### src/rtl/dac_feeder_pkg.sv
// dac_feeder_pkg: shared FSM state encoding and default sample width / FIFO depth.
package dac_feeder_pkg;
    localparam int DEF_BITDEPTH = 12;
    localparam int DEF_DEPTH = 16;
    localparam logic [1:0] ST_IDLE = 2'd0;
    localparam logic [1:0] ST_PRIME = 2'd1;
    localparam logic [1:0] ST_RUN = 2'd2;
endpackage

### src/rtl/dac_feeder_if.sv
// dac_feeder_if: producer write channel (wr_valid/wr_data in, wr_ready back); master = producer, slave = feeder.
interface dac_feeder_if import dac_feeder_pkg::*; #(parameter int BITDEPTH = DEF_BITDEPTH);
    logic                wr_valid;
    logic [BITDEPTH-1:0] wr_data;
    logic                wr_ready;
    modport master (output wr_valid, wr_data, input wr_ready);
    modport slave (input wr_valid, wr_data, output wr_ready);
endinterface

### src/rtl/dac_feeder_pcm_fifo.sv
// pcm_fifo: synchronous sample FIFO; ports clk/rst, flush (clear, wins over push/pop), wr_en/wr_data push, rd_en pop, rd_data head, level/full/empty status.
module pcm_fifo import dac_feeder_pkg::*; #(
    parameter int DEPTH = DEF_DEPTH,
    parameter int BITDEPTH = DEF_BITDEPTH
) (
    input  logic                     clk,
    input  logic                     rst,
    input  logic                     flush,
    input  logic                     wr_en,
    input  logic [BITDEPTH-1:0]      wr_data,
    input  logic                     rd_en,
    output logic [BITDEPTH-1:0]      rd_data,
    output logic [$clog2(DEPTH):0]   level,
    output logic                     full,
    output logic                     empty
);
    localparam int AW = $clog2(DEPTH);
    localparam logic [AW:0] FULL_LVL = (AW+1)'(DEPTH);
    logic [BITDEPTH-1:0] mem [DEPTH];
    logic [AW-1:0] wp, rp;
    logic wr_go, rd_go;
    assign full = level == FULL_LVL;
    assign empty = level == '0;
    assign rd_data = mem[rp];
    // full blocks a push even when a pop happens in the same cycle
    assign wr_go = wr_en && !full && !flush;
    assign rd_go = rd_en && !empty && !flush;
    always_ff @(posedge clk or posedge rst) begin
        if (rst) begin
            wp <= '0;
            rp <= '0;
            level <= '0;
        end else if (flush) begin
            wp <= '0;
            rp <= '0;
            level <= '0;
        end else begin
            wp <= wp + AW'(wr_go);
            rp <= rp + AW'(rd_go);
            level <= level + (AW+1)'(wr_go) - (AW+1)'(rd_go);
        end
    end
    always_ff @(posedge clk) begin
        if (wr_go) mem[wp] <= wr_data;
    end
endmodule

### src/rtl/dac_feeder.sv
// dac_feeder: paced PCM playback from a FIFO; ports enable/flush/divider control, wr (producer channel), low_thresh/level/irq_low refill, underrun/clr_underrun, pcm/sample_strobe to the DAC.
module dac_feeder import dac_feeder_pkg::*; #(
    parameter int BITDEPTH = DEF_BITDEPTH,
    parameter int DEPTH = DEF_DEPTH,
    parameter int PRIME_LEVEL = 8
) (
    input  logic                   clk,
    input  logic                   rst,
    input  logic                   enable,
    input  logic                   flush,
    input  logic [15:0]            divider,
    dac_feeder_if.slave            wr,
    input  logic [$clog2(DEPTH):0] low_thresh,
    output logic [$clog2(DEPTH):0] level,
    output logic                   irq_low,
    output logic                   underrun,
    input  logic                   clr_underrun,
    output logic [BITDEPTH-1:0]    pcm,
    output logic                   sample_strobe
);
    localparam int LW = $clog2(DEPTH) + 1;
    localparam logic [LW-1:0] PRIME_LVL = LW'(PRIME_LEVEL);
    logic [1:0] state;
    logic [15:0] presc;
    logic [BITDEPTH-1:0] head;
    logic full, empty, tick, pop;
    assign tick = state == ST_RUN && presc == '0;
    assign pop = tick && !empty && !flush;
    assign wr.wr_ready = !full;
    pcm_fifo #(.DEPTH(DEPTH), .BITDEPTH(BITDEPTH)) u_fifo (
        .clk     (clk),
        .rst     (rst),
        .flush   (flush),
        .wr_en   (wr.wr_valid),
        .wr_data (wr.wr_data),
        .rd_en   (pop),
        .rd_data (head),
        .level   (level),
        .full    (full),
        .empty   (empty)
    );
    always_ff @(posedge clk or posedge rst) begin
        if (rst) begin
            state <= ST_IDLE;
            presc <= '0;
            pcm <= '0;
            sample_strobe <= 1'b0;
            underrun <= 1'b0;
            irq_low <= 1'b0;
        end else begin
            state <= !enable ? ST_IDLE :
                     state == ST_IDLE ? ST_PRIME :
                     (state == ST_PRIME && level >= PRIME_LVL) ? ST_RUN : state;
            // divider is sampled only on reload, so a change lands after the current period
            presc <= (state != ST_RUN || presc == '0) ? divider : presc - 16'd1;
            sample_strobe <= pop;
            if (pop) pcm <= head;
            // an empty-FIFO tick sets the flag even when software clears it in the same cycle
            underrun <= (tick && empty) || (underrun && !clr_underrun);
            irq_low <= state != ST_IDLE && level <= low_thresh;
        end
    end
endmodule

### src/flat_wrapper.sv
// flat-port wrapper written by rule: the top's interface ports become plain ports
module dac_feeder_flat import dac_feeder_pkg::*;
#(
    parameter int BITDEPTH = DEF_BITDEPTH,
    parameter int DEPTH = DEF_DEPTH,
    parameter int PRIME_LEVEL = 8
)
  (clk, rst, enable, flush, divider, low_thresh, level, irq_low, underrun, clr_underrun, pcm, sample_strobe, wr_wr_valid, wr_wr_data, wr_wr_ready);
  dac_feeder_if #(.BITDEPTH(BITDEPTH)) wr_i ();
  input  logic clk;
  input  logic rst;
  input  logic enable;
  input  logic flush;
  input  logic [15:0] divider;
  input  logic [$clog2(DEPTH):0] low_thresh;
  output logic [$clog2(DEPTH):0] level;
  output logic irq_low;
  output logic underrun;
  input  logic clr_underrun;
  output logic [BITDEPTH-1:0] pcm;
  output logic sample_strobe;
  input wire logic [$bits(wr_i.wr_valid)-1:0] wr_wr_valid;
  input wire logic [$bits(wr_i.wr_data)-1:0] wr_wr_data;
  output wire logic [$bits(wr_i.wr_ready)-1:0] wr_wr_ready;
  assign wr_i.wr_valid = wr_wr_valid;
  assign wr_i.wr_data = wr_wr_data;
  assign wr_wr_ready = wr_i.wr_ready;
  dac_feeder #(.BITDEPTH(BITDEPTH), .DEPTH(DEPTH), .PRIME_LEVEL(PRIME_LEVEL)) u_core (.clk(clk), .rst(rst), .enable(enable), .flush(flush), .divider(divider), .wr(wr_i), .low_thresh(low_thresh), .level(level), .irq_low(irq_low), .underrun(underrun), .clr_underrun(clr_underrun), .pcm(pcm), .sample_strobe(sample_strobe));
endmodule
### config.mk
export PLATFORM = sky130hd
export DESIGN_NAME = dac_feeder_flat
export DESIGN_NICKNAME = d
export VERILOG_FILES = /design/src/rtl/dac_feeder_pkg.sv /design/src/rtl/dac_feeder_if.sv /design/src/rtl/dac_feeder_pcm_fifo.sv /design/src/rtl/dac_feeder.sv /design/src/flat_wrapper.sv
export SDC_FILE = /design/constraint.sdc
export NUM_CORES = 1
export LEC_CHECK = 0
export BUFFER_PORTS_ARGS = -buffer_cell sky130_fd_sc_hd__buf_4
export CAP_MARGIN = 5
export CORE_MARGIN = 2
export CORE_UTILIZATION = 40
export DETAILED_ROUTE_END_ITERATION = 10
export SLEW_MARGIN = 25
export SYNTH_ARGS = -nofsm -noshare
export SYNTH_HDL_FRONTEND = slang
export SYNTH_SLANG_ARGS = --single-unit
### constraint.sdc
create_clock -name clk -period 4.2 [get_ports clk]
set_input_delay 0.84 -clock clk [delete_from_list [all_inputs] [get_ports clk]]
set_output_delay 0.84 -clock clk [all_outputs]
set_load 0.01 [all_outputs]
==> results of run 1 <==
[layout make-up]
cell class / count / area (um^2)
well taps: 319 / 399
fillers: 1968 / 12100
repair buffers: 81 / 621
multi-input cells: 263 / 2600
clock inverters: 11 / 130
inverters: 21 / 78.8
flip-flops and latches: 238 / 6920
clock buffers: 35 / 733
[sequential cells by signal, summed over array words and instances, names as in the netlist]
name	cells
u_core.u_fifo.level	5
u_core.pcm	12
u_core.irq_low	1
u_core.sample_strobe	1
u_core.state	2
u_core.u_fifo.rp	4
u_core.presc	16
u_core.u_fifo.mem	192
u_core.underrun	1
u_core.u_fifo.wp	4
[critical path, stage by stage, from the launching register on]
cell and delay, ns:
dfrtp_1 0.39, or3_1 0.47, nor4_4 0.37, nand4_1 0.27, nor3_1 0.29, ha_1 0.29, inv_1 0.06, ha_1 0.16
inv_1 0.06, fa_1 0.40, inv_1 0.07, a21oi_1 0.05, nor2_1 0.10, or3_1 0.11, a21oi_1 0.06
[power by group through the flow]
| stage | combinational (mW) | sequential [mW] | clock, mW |
|---|---|---|---|
| after floorplan | 0.234 | 2.73 | 0 |
| after global placement | 0.362 | 2.72 | 0 |
| after detailed placement | 0.380 | 2.73 | 0 |
| after CTS | 0.384 | 2.68 | 2.30 |
| after global routing | 0.425 | 2.69 | 2.38 |
| final | 0.375 | 2.68 | 2.25 |
[logic make-up (layout without fill, tap and decap cells)]
kind of cell,count (synthesis),after routing
fa+ha+maj,19,19
buf+inv,43,148
simple gates,101,101
compound gates,75,75
xor+xnor,18,18
mux,50,50
flops,238,238
[final timing paths]
check / from / endpoint / slack, ns / cells past startpoint
worst max-delay path: u_core.presc[10]$_DFF_PP0_ / u_core.u_fifo.level[4]$_DFF_PP0_ / 0.94 / 14
worst min-delay path: rst / u_core.pcm[4]$_DFFE_PP0N_ / 0.21 / 2
worst max register to register: u_core.presc[10]$_DFF_PP0_ / u_core.u_fifo.level[4]$_DFF_PP0_ / 0.94 / 14
worst min register to register: u_core.pcm[7]$_DFFE_PP0N_ / u_core.pcm[7]$_DFFE_PP0N_ / 0.48 / 1
max in group asynchronous: rst / u_core.u_fifo.rp[0]$_DFF_PP0_ / 3.21 / 3
min in group clk: u_core.pcm[7]$_DFFE_PP0N_ / u_core.pcm[7]$_DFFE_PP0N_ / 0.48 / 1
[cell usage after synthesis (2+ instances only)]
cell type    n
a21o_1      13
a21oi_1     20
a21oi_2      9
a22oi_1     24
a31oi_1      2
buf_1        2
buf_2        5
buf_4        2
buf_6        4
clkbuf_1     8
dfrtp_1     46
edfxtp_1   192
ha_1        18
inv_1       21
mux4_2      48
nand2_1      9
nand2b_1     6
nand3_1      4
nand3b_1     4
nand4_1      2
nor2_1      44
nor2b_1      9
nor3_1       7
nor4_1       3
nor4b_1      2
o21ai_0      2
o22ai_1      2
or3_1        3
xnor2_1     11
xor2_1       7
[per-stage QoR]
step	power (mW)	hold slack [ns]	area [um^2]	worst slack [ns]	utilization
floorplan	2.96	0.509	9700	1.34	-
global placement	3.09	0.463	10600	1.08	0.449
detailed placement	3.11	0.473	10600	0.941	0.450
CTS	5.37	0.198	11500	0.933	0.486
global route	5.50	0.209	11500	0.707	0.486
finish	5.31	0.211	11500	0.942	0.486
[routing by layer]
layer  global-route usage  vias up
li1                     -     2300
met1                0.211     2631
met2                0.275      144
met3               0.0312       28
met4               0.0388        0
met5                    0        -
==> summary.md, run 1 <==
| Metric | Value |
|---|---|
| Status | finished clean |
| CTS Sinks | 238 |
| Die area | 0.0255 mm^2 |
| Hold Path Class | in2async |
| Gate power share | 0.071 |
| Die Y | 160 um |
| Via Count | 5103 |
| Yosys warns | 0 |
| GRT Total Usage | 0.160 |
| Fmax | 307 MHz |
| Commonest cells after routing, fill and taps aside | edfxtp_1 (192), buf_4 (80), mux4_2 (48) |
| First-pass GRT wire length | 31400 um |
| Vias in the first global route | 5403 |
| CTS max path bufs | 3 |
| Synth Area in XOR/XNOR | 0.0163 |
| Actual slew at the worst max-slew pin | 0.827 ns |
| H-tree lvl count | 1 |
| Root buf cell | clkbuf_16 |
| Wirelength per Cell | 20.8 um |
| Switching power | 1.17 mW |
| Clk_lat worst skew | 0.53 ns |
| Dpl cells | 922 |
| Share of cells above drive strength 1 | 0.299 |
| Worst EP required | 4.61 ns |
| Mux contribution to synthesized area | 0.114 |
| DR vias/cell | 5.27 |
| # rows | 56 |
| Net Sw Frac | 0.221 |
| Main combinational cell family by area after synthesis | multiplexers |
| Met3 wire len | 1550 um |
| EDFF count, synth | 192 |
| Cells after synthesis | 544 |
| Fin. Hold Viols | 0 |
| CP Data Arrival Time | 3.67 ns |
| Crit start category | register |
| Final Slew Violations | 0 |
| Cell Pwr Density | 463 mW/mm^2 |
| Post_cts resized | 0 |
| Core area | 0.0236 mm^2 |
| CTS buffer count | 25 |
| Cell area after synthesis | 0.00970 mm^2 |
| Sequential area share after synthesis | 0.713 |
| Maximum vdd drop | 0.000277 V |
| Sum Neg Setup Slack | 0 ns |
| Final net count | 688 |
| Area fraction in and, or, nand and nor cells after synthesis | 0.0572 |
| Pin count of the biggest net entering global routing | 44 |
| Met1 Wirelength | 8170 um |
| Total of flip-flops plus latches after synthesis | 238 |
| Max Cap Violations | 0 |
| Leading cell type in the layout, fill and taps excluded | edfxtp_1 |
| Clock skew | 0.0112 ns |
| DRC Markers | 0 |
| Critical setup path kind | reg2reg |
| HPWL Detailed | 12500 um |
| Clock group share of total power | 0.424 |
| Final wirelength | 20100 um |
| Initial antenna violation count | 0 |
| Ports | 60 |
| Post-CTS Hold Buffers | 0 |
| Setup-failing EPs final | 0 |
| Synth-to-layout area growth | 18.4% |
| Port bufs | 59 |
| CP max FO | 5 |
| Post-CTS setup buffers | 0 |
| Non-Filler Instances | 968 |
| Rel. slew slack | 0.446 |
| Syn Area/Cell | 17.8 um^2 |
| Final ANT Viol Nets | 0 |
| Crit. End Element | register |
| Met2 wire length | 10100 um |
| Grt ovf | 0 |
| TritonCTS clock tree | yes |
| Initial Utilization | 0.411 |
| Cell leakage power | 4.12 nW |
| TritonRoute pass-1 iters | 6 |
| Netlist cell types | 45 |
| Area leader, netlist | edfxtp_1 |
| Int Pwr | 4.14 mW |
| Crit share post-route | 0.776 |
| Synth Area in Adders | 0.0253 |
| Compound-Gate Fraction of Synth Area | 0.0532 |
| Initial DRC Count | 401 |
| Die Wd | 160 um |
| Fin crit period | 3.26 ns |
| Syn nets | 602 |
| Synth top area share | 0.595 |
| Routability Congestion | 0.801 |
| DR top layer | met4 |
| Ant diodes | 0 |
| RSZ-0062 raised after global routing | no |
| Flop pwr share | 0.505 |
| Most used DFF post-synth | edfxtp_1 |
| CTS clock-pin slew for the worst setup and hold paths | 0.06 ns |
| Async SR Flop Fraction | 0.193 |
| Synth area leaders | edfxtp_1 (59%), dfrtp_1 (12%), mux4_2 (11%), ha_1 (2.3%), a22oi_1 (1.9%) |
(Power assumes the default switching activity.)
==> inputs of run 2 (changes only) <==
==> constraint.sdc (replaced) <==
create_clock -name clk -period 2.92 [get_ports clk]
set_input_delay 0.584 -clock clk [delete_from_list [all_inputs] [get_ports clk]]
set_output_delay 0.584 -clock clk [all_outputs]
set_load 0.01 [all_outputs]
==> summary.md, run 2 (same netlist as run 1, synthesis figures left out) <==
| Metric | Value |
|---|---|
| Status | finished clean |
| Die Y | 160 um (unchanged) |
| Via Count | 5138 (+0.69%) |
| Biggest register | u_core.u_fifo.mem |
| GRT Total Usage | 0.159 (-0.00150) |
| H-tree lvl count | 1 (unchanged) |
| Fin crit period | 2.90 ns (-0.357 ns) |
| Top Registers | u_core.u_fifo.mem x192, u_core.presc x16, u_core.pcm x12 |
| Initial Utilization | 0.411 (unchanged) |
| CTS buffer count | 24 (-4.0%) |
| Clock skew | 0.0237 ns (+0.0125 ns) |
| CTS max path bufs | 3 (unchanged) |
| Pin count of the biggest net entering global routing | 35 (-20%) |
| Share of cells above drive strength 1 | 0.319 (+0.0204) |
| DR vias/cell | 5.21 (-1.2%) |
| RSZ-0062 raised after global routing | yes |
| Ports | 60 (unchanged) |
| CTS Sinks | 238 (unchanged) |
| Non-Filler Instances | 986 (+1.9%) |
| Synth-to-layout area growth | 19.4% |
| Rel. slew slack | 0.418 (-0.0274) |
| CP Data Arrival Time | 3.29 ns (-0.38 ns) |
| Ant diodes | 0 (unchanged) |
| Dpl cells | 939 (+1.8%) |
| First-pass GRT wire length | 31300 um (-0.29%) |
| GR Util met1 | 0.219 (+0.00792) |
| Cell Pwr Density | 642 mW/mm^2 (+39%) |
| Grt ovf | 0 (unchanged) |
| # rows | 56 (unchanged) |
| CP max FO | 3 (-2) |
| Fmax | 345 MHz (+12%) |
| Initial DRC Count | 418 (+4.2%) |
| TritonRoute pass-1 iters | 4 (-2) |
| Final ANT Viol Nets | 0 (unchanged) |
| Crit. End Element | register |
| Die area | 0.0255 mm^2 (unchanged) |
| Final wirelength | 19900 um (-1.0%) |
| Max reg flops | 192 (unchanged) |
| Wirelength per Cell | 20.2 um (-2.9%) |
| Fin. Hold Viols | 0 (unchanged) |
| Critical setup path kind | reg2reg |
| Max incr delay on CP | 0.55 ns (+0.08 ns) |
| TritonCTS clock tree | yes |
| Crit start category | register |
| Gr busiest metal | met2 |
| Vias in the first global route | 5476 (+1.4%) |
| Hold WS | 0.145 ns (-0.0658 ns) |
| Max Cap Violations | 0 (unchanged) |
| HPWL Detailed | 13100 um (+4.7%) |
| Leading cell type in the layout, fill and taps excluded | edfxtp_1 |
| Final Slew Violations | 0 (unchanged) |
| Core area | 0.0236 mm^2 (unchanged) |
| Sum Neg Setup Slack | 0 ns (unchanged) |
| Setup-failing EPs final | 0 (unchanged) |
| Actual slew at the worst max-slew pin | 0.871 ns (+0.0438 ns) |
| Clk_lat worst skew | 0.53 ns (about the same) |
| Die Wd | 160 um (unchanged) |
| Crit share post-route | 0.993 (+0.218) |
| Met2 GRT Util | 0.265 (-0.0102) |
| Slowest cell on crit path | or4_4 |
| Hold Path Class | in2async |
| Maximum vdd drop | 0.000327 V (+18%) |
| Worst-path cell chain | or4_4 -> nor2_2 -> nand4_1 -> nor3_2 -> ha_1 -> inv_1 -> ha_2 -> inv_2 -> fa_2 -> inv_1 -> a21oi_1 -> nor2_1 -> or3_1 -> a21oi_1 |
| CTS clock-pin slew for the worst setup and hold paths | 0.06 ns (about the same) |
| Port bufs | 59 (unchanged) |
| Routability Congestion | 0.772 (-3.6%) |
| Met3 usage | 0.0249 (-0.00623) |
| Post-CTS Hold Buffers | 0 (unchanged) |
| Pwr Total | 7.44 mW (+40%) |
| Root buf cell | clkbuf_16 |
| Cell leakage power | 4.18 nW (+1.5%) |
| Worst EP required | 3.30 ns (-1.31 ns) |
| Final net count | 707 (+2.8%) |
| Commonest cells after routing, fill and taps aside | edfxtp_1 (192), buf_4 (98), mux4_2 (48) |
| DRC Markers | 0 (unchanged) |
| Initial antenna violation count | 0 (unchanged) |
-- run 2: changes by cell type in the layout (fill, tap and decap cells not counted), sizes merged --
| cell | before | now |
|---|---|---|
| inv | 23 | 21 |
| buf | 81 | 101 |
| clkinv | 5 | 12 |
| clkinvlp | 2 | 0 |
| clkbuf | 35 | 30 |
-- run 2: layout make-up --
cell class              count  area [um^2]
inverters                  21         78.8
well taps                 319          399
clock buffers              30          643
repair buffers            101          796
fillers                  1977        12000
clock inverters            14          130
flip-flops and latches    238         6920
multi-input cells         263         2620
-- run 2: critical path, delay by kind of cell, from the launching register on --
kind / cells / cell delay [ns]
AO/OA/AOI/OAI: 2 / 0.11
adder cells (fa/ha/maj): 3 / 0.79
buffers and inverters: 3 / 0.17
flip-flops: 1 / 0.40
AND/OR/NAND/NOR: 6 / 1.31
-- run 2: layer usage --
layer  up-vias  part of all wire  routed length [um]
met5         -                 0                   0
met4         0             0.012                 229
met3        22             0.053                1060
met2       123              0.49                9840
met1      2650              0.44                8780
li1       2343                 -                   -
-- run 2: timing repair --
action / CTS / global route
pin swaps: 0 / 4
resized for setup: 1 / 4
endpoints found under the setup margin: 1 / 2
buffers inserted: 0 / 3
-- run 2: final timing paths --
check / startpoint / endpoint / slack (ns) / cells past startpoint
setup / recovery: u_core.presc[6]$_DFF_PP0_ / u_core.u_fifo.level[4]$_DFF_PP0_ / 0.02 / 14
hold / removal: rst / u_core.pcm[5]$_DFFE_PP0N_ / 0.15 / 2
setup reg to reg: u_core.presc[6]$_DFF_PP0_ / u_core.u_fifo.level[4]$_DFF_PP0_ / 0.02 / 14
hold reg to reg: u_core.pcm[11]$_DFFE_PP0N_ / u_core.pcm[11]$_DFFE_PP0N_ / 0.48 / 1
max in group asynchronous: rst / u_core.sample_strobe$_DFF_PP0_ / 2.21 / 3
min in group clk: clr_underrun / u_core.underrun$_DFF_PP0_ / 0.26 / 2
-- run 2: metrics by stage --
| stage | cell area, um^2 | util | setup slack [ns] |
|---|---|---|---|
| final | 11600 | 0.490 | 0.0195 |
| after global placement | 10800 | 0.456 | 0.000794 |
| after CTS | 11600 | 0.489 | 0.0219 |
| after global routing | 11600 | 0.490 | -0.119 |
| after detailed placement | 10800 | 0.456 | -0.0498 |
| after floorplan | 9700 | - | 0.0614 |
-- run 2: where the power goes --
part / switching, mW / leakage, nW / internal, mW
Clock: 1.23 / 0.384 / 1.74
Combinational: 0.332 / 1.48 / 0.284
Sequential: 0.0764 / 2.32 / 3.77
Total: 1.64 / 4.18 / 5.80
==> inputs of run 3 (changes only) <==
--- a/config.mk
+++ b/config.mk
@@ -13,4 +13,5 @@
 export SLEW_MARGIN = 25
 export SYNTH_ARGS = -nofsm -noshare
 export SYNTH_HDL_FRONTEND = slang
+export SYNTH_HIERARCHICAL = 1
 export SYNTH_SLANG_ARGS = --single-unit
==> summary.md, run 3 <==
| Metric | Value |
|---|---|
| Core area | 0.0240 mm^2 (+1.8%) |
| Clk_lat worst skew | 0.54 ns (about the same) |
| CTS buffer count | 26 (+8.3%) |
| Most numerous cell in the Yosys netlist | edfxtp_1 |
| Rel. slew slack | 0.310 (-0.108) |
| Via Count | 5235 (+1.9%) |
| Area leader, netlist | edfxtp_1 |
| Gate power share | 0.099 (+0.016) |
| Crit share post-route | 1.09 (+0.0921) |
| Total of flip-flops plus latches after synthesis | 238 (unchanged) |
| DRC Markers | 0 (unchanged) |
| CP max FO | 2 (-1) |
| Actual slew at the worst max-slew pin | 1.03 ns (+0.164 ns) |
| HPWL Detailed | 12800 um (-2.5%) |
| Final Slew Violations | 0 (unchanged) |
| First-pass GRT wire length | 32400 um (+3.4%) |
| Hold Path Class | in2async |
| Max Cap Violations | 0 (unchanged) |
| Fin. Hold Viols | 0 (unchanged) |
| Flop pwr share | 0.511 (-0.006) |
| Synth top area share | 0.594 (about the same) |
| CTS clock-pin slew for the worst setup and hold paths | 0.06 ns (about the same) |
| Max reg flops | 192 (unchanged) |
| Pwr Total | 7.52 mW (+1.1%) |
| Worst-path cell chain | or3_4 -> or4_4 -> nor4_4 -> nor3b_4 -> ha_1 -> inv_1 -> ha_2 -> inv_2 -> fa_2 -> nor2b_2 -> o21bai_1 -> a21oi_1 -> nor3b_2 |
| Post-CTS Hold Buffers | 0 (unchanged) |
| Clock group share of total power | 0.390 (-0.010) |
| Netlist cell types | 47 (+4.4%) |
| CP Data Arrival Time | 3.58 ns (+0.29 ns) |
| Initial DRC Count | 421 (+0.72%) |
| Sequential area share after synthesis | 0.713 (about the same) |
| Wirelength per Cell | 20.4 um (+1.1%) |
| Slowest cell on crit path | or4_4 |
| Syn nets | 595 (-1.2%) |
| Commonest cells after routing, fill and taps aside | edfxtp_1 (192), buf_4 (114), mux4_2 (48) |
| Cell area after synthesis | 0.00970 mm^2 (about the same) |
| Synth-to-layout area growth | 21.7% |
| Share of cells above drive strength 1 | 0.348 (+0.0286) |
| Yosys warns | 6 (+6) |
| Vias in the first global route | 5592 (+2.1%) |
| Leading cell type in the layout, fill and taps excluded | edfxtp_1 |
| Crit. End Element | register |
| Most used DFF post-synth | edfxtp_1 |
| Clock skew | 0.0167 ns (-0.00698 ns) |
| Root buf cell | clkbuf_16 |
| Maximum vdd drop | 0.000488 V (+49%) |
| Post-place instance area | 0.0110 mm^2 (+2.0%) |
| Final wirelength | 20600 um (+3.3%) |
| Post-route cell area | 0.0118 mm^2 (+2.0%) |
| Fin crit period | 3.17 ns (+0.269 ns) |
| Routability Congestion | 0.814 (+5.4%) |
| Setup WS post-layout | -0.249 ns (-0.269 ns) |
| Port bufs | 59 (unchanged) |
| Final net count | 721 (+2.0%) |
| Crit start category | register |
| FF-to-FF setup slack | -0.25 ns (-0.27 ns) |
| TritonRoute pass-1 iters | 5 (+1) |
| H-tree lvl count | 1 (unchanged) |
| Die area | 0.0255 mm^2 (about the same) |
| Max incr delay on CP | 0.51 ns (-0.04 ns) |
| Die Wd | 160 um (about the same) |
| Ports | 60 (unchanged) |
| Die Y | 160 um (about the same) |
| Worst EP required | 3.33 ns (+0.03 ns) |
| Async SR Flop Fraction | 0.193 (unchanged) |
| Initial Utilization | 0.404 (-0.00695) |
| Int Pwr | 5.82 mW (+0.39%) |
| Hold WS | 0.111 ns (-0.0347 ns) |
| EDFF count, synth | 192 (unchanged) |
| # rows | 57 (+1.8%) |
| RSZ-0062 raised after global routing | yes |
| Ant diodes | 0 (unchanged) |
| Top Registers | u_core/u_fifo/mem x192, u_core/presc x16, u_core/pcm x12 |
| CP Launch Point | u_core/presc[10]$_DFF_PP0_ |
| Cells after synthesis | 539 (-0.92%) |
| Most frequent cells after synthesis | edfxtp_1 (192), mux4_2 (48), dfrtp_1 (46) |
| Failing checks | negative setup slack |
| Critical setup path kind | reg2reg |
| CTS Sinks | 238 (unchanged) |
| Cell leakage power | 4.23 nW (+1.1%) |
| Cell Pwr Density | 636 mW/mm^2 (-0.89%) |
| CTS max path bufs | 3 (unchanged) |
| TritonCTS clock tree | yes |
| Pin count of the biggest net entering global routing | 51 (+46%) |
| Switching power | 1.70 mW (+3.5%) |
| Syn Area/Cell | 18.0 um^2 (+0.99%) |
| Fmax | 316 MHz (-8.5%) |
| Biggest register | u_core/u_fifo/mem |
| Initial antenna violation count | 0 (unchanged) |
| GRT Total Usage | 0.166 (+0.00728) |
| Grt ovf | 0 (unchanged) |
| R2r startpoint | u_core/presc[10]$_DFF_PP0_ |
| DR vias/cell | 5.19 (-0.34%) |
| Synth area leaders | edfxtp_1 (59%), dfrtp_1 (12%), mux4_2 (11%), ha_1 (2.1%), a22oi_1 (1.9%) |
| Status | finished with violations |
| Final ANT Viol Nets | 0 (unchanged) |
| Net Sw Frac | 0.226 (+0.00535) |
| Setup-failing EPs final | 2 (+2) |
-- run 3: cell types whose count changed after synthesis, sizes merged, moves of 5 or more --
cell	previous run	this run
nor2	44	39
a21oi	29	15
a21o	13	1
buf	13	8
mux2	1	13
nand2	9	22
-- run 3: cell families after synthesis --
logic type	after synthesis	share of synthesized area
simple gates	110	0.0602
fa+ha+maj	17	0.0227
buf+inv	42	0.0202
xor+xnor	18	0.0162
flops	238	0.713
compound gates	52	0.0365
mux	62	0.131
-- run 3: final cells by class --
| cell class | count | area, um^2 |
|---|---|---|
| Clock buffer | 33 | 687 |
| Clock inverter | 14 | 91.3 |
| Fill cell | 2003 | 12200 |
| Inverter | 21 | 78.8 |
| Multi-Input combinational cell | 259 | 2670 |
| Sequential cell | 238 | 6920 |
| Tap cell | 324 | 405 |
| Timing Repair Buffer | 119 | 956 |
-- run 3: power by group through the flow --
stage	Sequential, mW	Clock [mW]	Combinational, mW
3_3_place_gp	3.90	0	0.710
4_1_cts	3.84	3.03	0.754
3_5_place_dp	3.91	0	0.737
6_report	3.84	2.93	0.744
2_1_floorplan	3.93	0	0.369
5_1_grt	3.85	3.15	0.833
-- run 3: metal layers --
metal  up-vias  track usage  part of all wire
li1       2350            -                 -
met1      2703        0.233              0.44
met2       150        0.272              0.49
met3        32       0.0296             0.056
met4         0       0.0405             0.021
met5         -            0                 0
-- run 3: through the flow --
step / setup WS [ns] / utilization / cells / setup TNS, ns
after floorplan: -0.111 / - / 539 / -0.111
after global placement: -0.224 / 0.457 / 959 / -0.224
after detailed placement: -0.303 / 0.457 / 959 / -0.337
after CTS: -0.262 / 0.491 / 1008 / -0.307
after global routing: -0.394 / 0.491 / 1008 / -0.781
final: -0.249 / 0.491 / 1008 / -0.280
-- run 3: final timing paths --
path / depth (start not counted) / endpoint
max reg2reg: 13 / u_core/u_fifo/level[4]$_DFF_PP0_
min reg2reg: 1 / u_core/pcm[1]$_DFFE_PP0P_
min: 2 / u_core/u_fifo/wp[1]$_DFF_PP0_
min in group clk: 2 / u_core/underrun$_DFF_PP0_
max in group asynchronous: 3 / u_core/presc[5]$_DFF_PP0_
max: 13 / u_core/u_fifo/level[4]$_DFF_PP0_
-- run 3: what timing repair did --
| item | in CTS | in global routing |
|---|---|---|
| endpoints found under the setup margin | 3 | 4 |
| cloned | 0 | 0 |
| gates resized for setup | 5 | 1 |
| buffers inserted | 2 | 0 |
| pin swaps | 2 | 0 |
-- run 3: worst max-delay path: cells and delay by family, from the launching register on --
family / cells / cell delay (ns)
buffers and inverters: 2 / 0.10
AND/OR/NAND/NOR: 6 / 1.52
AO/OA/AOI/OAI: 2 / 0.28
adder cells (fa/ha/maj): 3 / 0.78
flip-flops: 1 / 0.38
